--- config.mk ---
export PLATFORM = sky130hd
export DESIGN_NAME = instr_sequencer
export DESIGN_NICKNAME = d
export VERILOG_FILES = /design/src/rtl/instr_sequencer_pkg.sv /design/src/rtl/instr_sequencer_loop_ctrl.sv /design/src/rtl/instr_sequencer.sv
export SDC_FILE = /design/constraint.sdc
export NUM_CORES = 1
export LEC_CHECK = 0
export ABC_AREA = 1
export BUFFER_PORTS_ARGS = -buffer_cell sky130_fd_sc_hd__buf_2
export CAP_MARGIN = 10
export CELL_PAD_IN_SITES_DETAIL_PLACEMENT = 1
export CELL_PAD_IN_SITES_GLOBAL_PLACEMENT = 1
export CORE_UTILIZATION = 28
export DETAILED_ROUTE_END_ITERATION = 8
export PLACE_DENSITY_LB_ADDON = 0.1
export SYNTH_ARGS = -nofsm -noshare
export SYNTH_HDL_FRONTEND = slang
export SYNTH_SLANG_ARGS = --single-unit
--- constraint.sdc ---
create_clock -name clock -period 1.8 [get_ports clock]
set_input_delay 0.36 -clock clock [delete_from_list [all_inputs] [get_ports clock]]
set_output_delay 0.36 -clock clock [all_outputs]
set_load 0.03 [all_outputs]
--- src/rtl/instr_sequencer_pkg.sv ---
// instr_sequencer_pkg: opcode constants, instruction field positions and sequencer states.
package instr_sequencer_pkg;
    localparam logic [3:0] OP_HALT = 4'hF;
    localparam logic [3:0] OP_LOOP = 4'hE;
    localparam logic [3:0] OP_ENDL = 4'hD;
    localparam int OPC_MSB = 15;
    localparam int OPC_LSB = 12;
    localparam int CNT_MSB = 7;
    localparam int CNT_LSB = 0;
    localparam int CNT_WIDTH = CNT_MSB - CNT_LSB + 1;
    typedef enum logic [1:0] {S_IDLE, S_FETCH, S_DECODE, S_ISSUE} state_t;
endpackage

--- src/rtl/instr_sequencer_loop_ctrl.sv ---
// loop_ctrl: single-level hardware loop registers (return address, remaining count, active flag).
module loop_ctrl #(
    parameter int ADDR_WIDTH = 8,
    parameter int CNT_WIDTH  = 8
) (
    input  logic                  clock,
    input  logic                  reset,
    input  logic                  set,
    input  logic                  dec,
    input  logic                  clear,
    input  logic [ADDR_WIDTH-1:0] set_start,
    input  logic [CNT_WIDTH-1:0]  set_cnt,
    output logic [ADDR_WIDTH-1:0] loop_start,
    output logic [CNT_WIDTH-1:0]  loop_cnt,
    output logic                  loop_active,
    output logic                  loop_more
);
    // counts 0 and 1 both fall through on the first ENDL
    assign loop_more = loop_cnt > CNT_WIDTH'(1);
    always_ff @(posedge clock or posedge reset) begin
        if (reset) begin
            loop_start  <= '0;
            loop_cnt    <= '0;
            loop_active <= 1'b0;
        end else if (set) begin
            loop_start  <= set_start;
            loop_cnt    <= set_cnt;
            loop_active <= 1'b1;
        end else if (dec) begin
            loop_cnt <= loop_cnt - 1'b1;
        end else if (clear) begin
            loop_cnt    <= '0;
            loop_active <= 1'b0;
        end
    end
endmodule

--- src/rtl/instr_sequencer.sv ---
// instr_sequencer: fetches from a synchronous instruction memory, runs HALT/LOOP/ENDL
// internally and issues every other instruction over a valid/ready handshake.
module instr_sequencer
    import instr_sequencer_pkg::*;
#(
    parameter int ADDR_WIDTH  = 8,
    parameter int INSTR_WIDTH = 16
) (
    input  logic                   clock,
    input  logic                   reset,
    input  logic                   start,
    input  logic [ADDR_WIDTH-1:0]  start_addr,
    output logic                   imem_rd_en,
    output logic [ADDR_WIDTH-1:0]  imem_addr,
    input  logic [INSTR_WIDTH-1:0] imem_data,
    output logic [INSTR_WIDTH-1:0] instr_out,
    output logic                   instr_valid,
    input  logic                   instr_ready,
    output logic                   busy,
    output logic                   done,
    output logic                   error,
    output logic [ADDR_WIDTH-1:0]  pc_out
);
    state_t state;
    logic [ADDR_WIDTH-1:0] pc, pc_next, loop_start;
    logic [CNT_WIDTH-1:0] loop_cnt;
    logic [3:0] op;
    logic loop_active, loop_more, in_decode, is_halt, is_loop, is_endl, fault;

    assign op        = imem_data[OPC_MSB:OPC_LSB];
    assign pc_next   = pc + 1'b1;
    assign in_decode = state == S_DECODE;
    assign is_halt   = in_decode && op == OP_HALT;
    assign is_loop   = in_decode && op == OP_LOOP;
    assign is_endl   = in_decode && op == OP_ENDL;
    assign fault     = (is_loop && loop_active) || (is_endl && !loop_active);
    // done is decoded straight from the memory word so it lands in the DECODE cycle
    assign done        = is_halt || fault;
    assign busy        = state != S_IDLE;
    assign imem_rd_en  = state == S_FETCH;
    assign imem_addr   = pc;
    assign instr_valid = state == S_ISSUE;
    assign pc_out      = pc;

    loop_ctrl #(.ADDR_WIDTH(ADDR_WIDTH), .CNT_WIDTH(CNT_WIDTH)) u_loop_ctrl (
        .clock      (clock),
        .reset      (reset),
        .set        (is_loop && !loop_active),
        .dec        (is_endl && loop_active && loop_more),
        .clear      ((is_endl && loop_active && !loop_more) || (state == S_IDLE && start)),
        .set_start  (pc_next),
        .set_cnt    (imem_data[CNT_MSB:CNT_LSB]),
        .loop_start (loop_start),
        .loop_cnt   (loop_cnt),
        .loop_active(loop_active),
        .loop_more  (loop_more)
    );

    always_ff @(posedge clock or posedge reset) begin
        if (reset) begin
            state     <= S_IDLE;
            pc        <= '0;
            instr_out <= '0;
            error     <= 1'b0;
        end else begin
            case (state)
                S_IDLE: if (start) begin
                    pc    <= start_addr;
                    error <= 1'b0;
                    state <= S_FETCH;
                end
                S_FETCH: state <= S_DECODE;
                S_DECODE: begin
                    if (fault) begin
                        error <= 1'b1;
                        state <= S_IDLE;
                    end else if (is_halt) begin
                        state <= S_IDLE;
                    end else if (is_loop) begin
                        pc    <= pc_next;
                        state <= S_FETCH;
                    end else if (is_endl) begin
                        pc    <= loop_more ? loop_start : pc_next;
                        state <= S_FETCH;
                    end else begin
                        instr_out <= imem_data;
                        state     <= S_ISSUE;
                    end
                end
                S_ISSUE: if (instr_ready) begin
                    pc    <= pc_next;
                    state <= S_FETCH;
                end
                default: state <= S_IDLE;
            endcase
        end
    end
endmodule

# ---- Yosys cells after proc, flatten, opt, wreduce, memory -nomap -nowiden
# Index checks and enable logic that the tools add are counted.
dict set report totals {
  ff_bits 44
  input_bits 28
  output_inout_bits 37
  wordCells 77
}
dict set report classes {
  n_addsub 2
  order_cmp 1
  n_eq_ne 13
  n_mux 24
  bitwise 4
  reduce_logical 26
}
# operator n
set op_table {}
lappend op_table {{$mux 8} 10}
lappend op_table {{$pmux 8 s3} 1}
lappend op_table {{$eq 4x4->1 const B} 3}
lappend op_table {{$mux 2} 6}
lappend op_table {{$logic_and 1x1->1} 10}
lappend op_table {{$add 8x1->8 const B} 1}
lappend op_table {{$gt 8x1->1 const B} 1}
lappend op_table {{$pmux 2 s4} 1}
lappend op_table {{$sub 8x1->8 const B} 1}
lappend op_table {{$ne 2x1->1 const B} 3}
lappend op_table {{$ne 2x2->1 const B} 3}
lappend op_table {{$reduce_and 6->1} 1}
lappend op_table {{$reduce_bool 2->1} 3}
lappend op_table {{$reduce_bool 3->1} 2}
lappend op_table {{$mux 1} 5}
lappend op_table {{$reduce_and 5->1} 1}
lappend op_table {{$eq 2x2->1 const B} 2}
lappend op_table {{$not 1->1} 4}
lappend op_table {{$reduce_and 2->1} 2}
lappend op_table {{$logic_or 1x1->1} 3}
lappend op_table {{$ne 3x1->1 const B} 1}
lappend op_table {{$reduce_and 3->1} 1}
lappend op_table {{$eq 2x1->1 const B} 1}
lappend op_table {{$logic_not 1->1} 2}
lappend op_table {{2 further kinds} 2}

# ---- Logic depth before layout (Yosys ltp)
dict set report logic_depth {
  depth_word 8
  ltp_mapped 12
  ltp_nobuf 11
}

# ---- Cells and area by module
# A second synthesis with hierarchy kept.
dict set report hier_totals {
  hier_cells 387
  hier_area_um2 2737.6
}
# mod n_inst cells_per_inst area_per_inst_um2 seq_area_each_um2
set modules_own_cells {}
lappend modules_own_cells {instr_sequencer 1 272 1858.0 675.6}
lappend modules_own_cells {loop_ctrl 1 115 879.6 425.4}

# ---- Worst setup path after synthesis
# OpenSTA, ideal clock, no wires.
dict set report synth_path {
  kind {reg-to-output}
  startpoint {reg state[0]}
  endpoint {out done}
  arrival_time_ns 1.498
  required_time_ns 1.440
  slack_ns -0.058
  path_stages_with_launch 6
  path_buffers 1
  cell_sequence {dfrtp_1 inv_1 ha_1 buf_6 nand2_4 o21ai_0}
}
dict set report synth_between {
  elab_chain_cells 5
}
# element line
set synth_lines {}
lappend synth_lines {{from (decl)} instr_sequencer.sv:24} ;# state_t state;
lappend synth_lines {{from (signal assigned)} instr_sequencer.sv:61} ;# state <= S_IDLE;
lappend synth_lines {{from (signal assigned)} instr_sequencer.sv:70} ;# state <= S_FETCH;
lappend synth_lines {{from (signal assigned)} instr_sequencer.sv:72} ;# S_FETCH: state <= S_DECODE;
lappend synth_lines {{$eq 2x2->1 *} instr_sequencer.sv:32} ;# assign in_decode = state == S_DECODE;
lappend synth_lines {{net in_decode} instr_sequencer.sv:28} ;# logic loop_active, loop_more, in_decode, is_halt, is_loop, is_endl, fault;
lappend synth_lines {{$logic_and 1x1->1, on equally long branches} {instr_sequencer.sv:34, instr_sequencer.sv:35}}
lappend synth_lines {{$logic_and 1x1->1} instr_sequencer.sv:36} ;# assign fault = (is_loop && loop_active) || (is_endl && !loop_active);
lappend synth_lines {{$logic_or 1x1->1} instr_sequencer.sv:36}
lappend synth_lines {{$logic_or 1x1->1 *} instr_sequencer.sv:38} ;# assign done = is_halt || fault;
lappend synth_lines {{to (decl)} instr_sequencer.sv:20} ;# output logic done,
# Mark *: on every way through the listed nets, which the timed path passes. The rest lies on a longest branch.

# ---- Worst setup path after layout
# Ends and elaborated chain as after synthesis.

==> impl_table.tex <==
\begin{tabular}{lr}
\hline
Metric & Value \\
\hline
\multicolumn{2}{l}{\textbf{Outcome}} \\
Outcome & complete, but fails checks \\
Failing checks & negative setup slack \\
\multicolumn{2}{l}{\textbf{Synthesis}} \\
Net Count, Synth & roughly 410 \\
Mapped cell area & 0.00269 mm² \\
Avg Synthesized Cell Area & $\sim$7.2 µm² \\
Synthesized netlist cell count & around 370 \\
Sequential area share after synthesis & between 40\% and 50\% \\
Synth warn & 0 \\
Count of cell types in the netlist & 30 \\
Number of flip-flops and latches in the synthesized netlist & 44 \\
\multicolumn{2}{l}{\textbf{STA}} \\
Worst-case headroom to the max-slew limit & 78.3\% \\
Tightest Pin Transition & $\sim$0.32 ns \\
RSZ-0062 raised after global routing & yes \\
Final critical path time including I/O delays and setup & 1.86 ns \\
Final hold vios & 0 \\
Number of slew-limit violations in the final report & 0 \\
Final setup slack of the worst path & -0.0574 ns \\
Final setup vio count & 1 \\
Period utilisation layout & 103\% \\
Clock skew after layout & around 0.0043 ns \\
Min Hold Slack & between 0.08 and 0.09 ns \\
Achievable frequency & roughly 0.54 GHz \\
\multicolumn{2}{l}{\textbf{Placed design}} \\
Count of input and output buffers & 64 \\
Post-detail-place hpwl & 5.75 mm \\
Routability Congestion & 0.714 \\
Area post-placement & 0.00325 mm² \\
\multicolumn{2}{l}{\textbf{Final layout}} \\
Most common cell after layout, fill and taps aside & sky130\_fd\_sc\_hd\_\_nand2\_1 \\
Proportion of layout cells with a drive suffix above 1 & 32.8\% \\
Util after Layout & 39.5\% \\
Sequential cell area in the final layout & 0.00110 mm² \\
Multi-input logic area & around 0.0014 mm² \\
Final Cell Area & 0.00367 mm² \\
Number of filler cells placed in the layout & 1191 \\
Most frequent cells in the layout & sky130\_fd\_sc\_hd\_\_nand2\_1, sky130\_fd\_sc\_hd\_\_buf\_2, sky130\_fd\_sc\_hd\_\_nor2\_1 \\
Nets & slightly below 500 \\
Area Overhead vs Synth & 36.2\% \\
Number of inserted diodes & 0 \\
\multicolumn{2}{l}{\textbf{Die}} \\
Vertical die dimension & about 100 µm \\
Std cell rows & 35 \\
Area of the die & 0.0100 mm² \\
Area of the placeable core & around 0.0093 mm² \\
Ports & 65 \\
Die extent in x & roughly 100 µm \\
Effective utilization at floorplan & 29.0\% \\
\multicolumn{2}{l}{\textbf{Global route}} \\
Overflow left after global routing & 0 \\
Pin count of the biggest net entering global routing & 45 \\
Number of antenna violations at the first check in global routing & 0 \\
Total Routing Usage GR & 15.7\% \\
Vias in the first global route & 2540 \\
First-pass GRT wire length & 12.5 mm \\
\multicolumn{2}{l}{\textbf{Clock tree}} \\
Clock edge transition at the registers on the reported setup and hold paths & approximately 0.090 ns \\
CTS tree & done \\
Clock H-tree levels & 2 \\
Clock sink total & 44 \\
Maximum count of clock buffers along a single path & 2 \\
Insertion delay of the later-clocked pin in the worst-skew pair & 0.29 ns \\
Hold buffer count at CTS & 0 \\
Cts bufs inserted & 5 \\
Clock Root Buffer & sky130\_fd\_sc\_hd\_\_clkbuf\_8 \\
\multicolumn{2}{l}{\textbf{Critical path}} \\
Nature of the critical path startpoint & register \\
CP required & 1.44 ns \\
Endpoint class of the critical path & output pin \\
Critical path class & reg2out \\
Crit path DAT & 1.50 ns \\
Depth of the worst register-to-register path & 10 \\
Worst-path fanout max & 4 \\
\multicolumn{2}{l}{\textbf{Power}} \\
Leakage power figure & 1.97 nW \\
Peak supply drop & about 0.55 mV \\
Power density normalized to cell area & 1720 mW/mm² \\
\multicolumn{2}{l}{\textbf{Detailed routing}} \\
Number of design rule violations left after detail routing & 0 \\
Post-detailed-routing wire length & 7.73 mm \\
Pre-antenna DRT Iters & 4 \\
Post-DR vias/cell & 4.42 \\
Post-route antenna net violation count & 0 \\
Violation count after the first detailed-routing iteration & 46 \\
Detailed-route via count & 2601 \\
Average routed wire per standard cell & 13.1 µm \\
\multicolumn{2}{l}{\textbf{Worst hold path}} \\
Hold Path Class & in2async \\
\multicolumn{2}{l}{\textbf{Run}} \\
Max-capacitance violation count & 0 \\
\hline
\end{tabular}
[report_power, final]
part / switching [W] / total [W] / internal [W]
registers: 0.000286 / 0.00165 / 0.00136
logic: 0.00242 / 0.00377 / 0.00135
clock network: 0.000358 / 0.000905 / 0.000547
[kinds of logic (layout without fill, tap and decap cells)]
group / Yosys count / count (layout) / share of synthesized area (%)
DFF: 44 / 44 / 40.9
and+or+nand+nor: 214 / 214 / 35.0
xor gates and xnor gates: 4 / 4 / 1.30
buffers and inverters: 59 / 147 / 10.5
AOI/OAI and AO/OA: 44 / 44 / 9.15
adders and majority gates: 7 / 7 / 3.25
[layout make-up]
cell class / instances / share of cell area (%)
repair buffers: 99 / 18.5
multi-input cells: 269 / 39.2
flip-flops and latches: 44 / 30.0
clock buffers: 5 / 1.88
inverters: 41 / 4.37
clock inverters: 2 / 1.64
well taps: 129 / 4.40
[through the flow]
step / setup slack (ns) / setup TNS, ns / std cells / total power (W)
CTS: -0.110 / -0.203 / 583 / 0.00625
detailed placement: -0.000946 / -0.000946 / 570 / 0.00516
global route: -0.137 / -0.363 / 589 / 0.00689
floorplan: 0.0375 / 0 / 372 / 0.00417
global placement: 0.0551 / 0 / 570 / 0.00509
finish: -0.0574 / -0.0574 / 589 / 0.00632
[worst max-delay path, stage by stage, from the launching register on]
cell	delay, ns
sky130_fd_sc_hd__dfrtp_1	0.41
sky130_fd_sc_hd__inv_2	0.08
sky130_fd_sc_hd__ha_4	0.17
sky130_fd_sc_hd__nand2_4	0.06
sky130_fd_sc_hd__inv_2	0.05
sky130_fd_sc_hd__nand3_2	0.09
sky130_fd_sc_hd__nand2_2	0.09
sky130_fd_sc_hd__nand2_4	0.05
sky130_fd_sc_hd__o21ai_2	0.06
sky130_fd_sc_hd__buf_6	0.15
[path summary, 6_finish.rpt]
check                                                      startpoint                                     to  slack (ns)
worst max-delay path                             state[0]$_DFFE_PP0P_                                   done       -0.06
worst min-delay path                                            reset                      error$_DFFE_PP0P_        0.08
worst max register to register                   state[0]$_DFFE_PP0P_    u_loop_ctrl.loop_cnt[6]$_DFFE_PP0P_        0.03
worst min register to register  u_loop_ctrl.loop_start[3]$_DFFE_PP0P_  u_loop_ctrl.loop_start[3]$_DFFE_PP0P_        0.48
max in group asynchronous                                       reset               imem_addr[0]$_DFFE_PP0P_        1.47
min in group clock                                      imem_data[11]              instr_out[11]$_DFFE_PP0P_        0.26
[state kept, by name (all words and copies together) (netlist names)]
signal,flops
error,1
instr_out,16
u_loop_ctrl.loop_active,1
u_loop_ctrl.loop_start,8
imem_addr,8
u_loop_ctrl.loop_cnt,8
state,2
[synth_stat cells]
master,number,area [µm²]
sky130_fd_sc_hd__nand2_1,117,439
sky130_fd_sc_hd__nor2_1,50,188
sky130_fd_sc_hd__dfrtp_1,44,1100
sky130_fd_sc_hd__inv_1,36,135
sky130_fd_sc_hd__nand3_1,25,125
sky130_fd_sc_hd__o21ai_0,20,100
sky130_fd_sc_hd__a21oi_1,10,50.1
sky130_fd_sc_hd__buf_4,9,67.6
sky130_fd_sc_hd__buf_2,7,35.0
sky130_fd_sc_hd__ha_1,7,87.6
sky130_fd_sc_hd__nand3b_1,6,45.0
sky130_fd_sc_hd__inv_2,4,15.0
sky130_fd_sc_hd__o22ai_1,4,25.0
sky130_fd_sc_hd__a22oi_1,3,22.5
sky130_fd_sc_hd__nand2_2,3,18.8
sky130_fd_sc_hd__nand2_4,3,33.8
sky130_fd_sc_hd__nand3_2,3,30.0
sky130_fd_sc_hd__nor2_2,3,18.8
sky130_fd_sc_hd__o21bai_1,3,22.5
sky130_fd_sc_hd__xor2_1,3,26.3
sky130_fd_sc_hd__buf_6,2,22.5
sky130_fd_sc_hd__o21ai_1,2,10.0
sky130_fd_sc_hd__a21oi_2,1,8.76
sky130_fd_sc_hd__inv_4,1,6.26
sky130_fd_sc_hd__nand4_1,1,6.26
sky130_fd_sc_hd__nand4_2,1,12.5
sky130_fd_sc_hd__nor2_8,1,20.0
sky130_fd_sc_hd__nor3_1,1,5.00
sky130_fd_sc_hd__o211ai_1,1,7.51
sky130_fd_sc_hd__xnor2_1,1,8.76
[timing repair]
action                                  4_1_cts  5_1_grt
setup buffers                                 7        7
pin swaps                                     5       10
resized for setup                            20       30
gates cloned                                  0        1
endpoints found under the setup margin        3       24
[metal layers]
layer	part of all wire (%)	track usage, %
met2	51	27.9
met4	0.38	3.01
met5	0	0
met3	2.4	2.02
met1	46	20.6
Note: power is estimated with default switching activity, not from simulation.
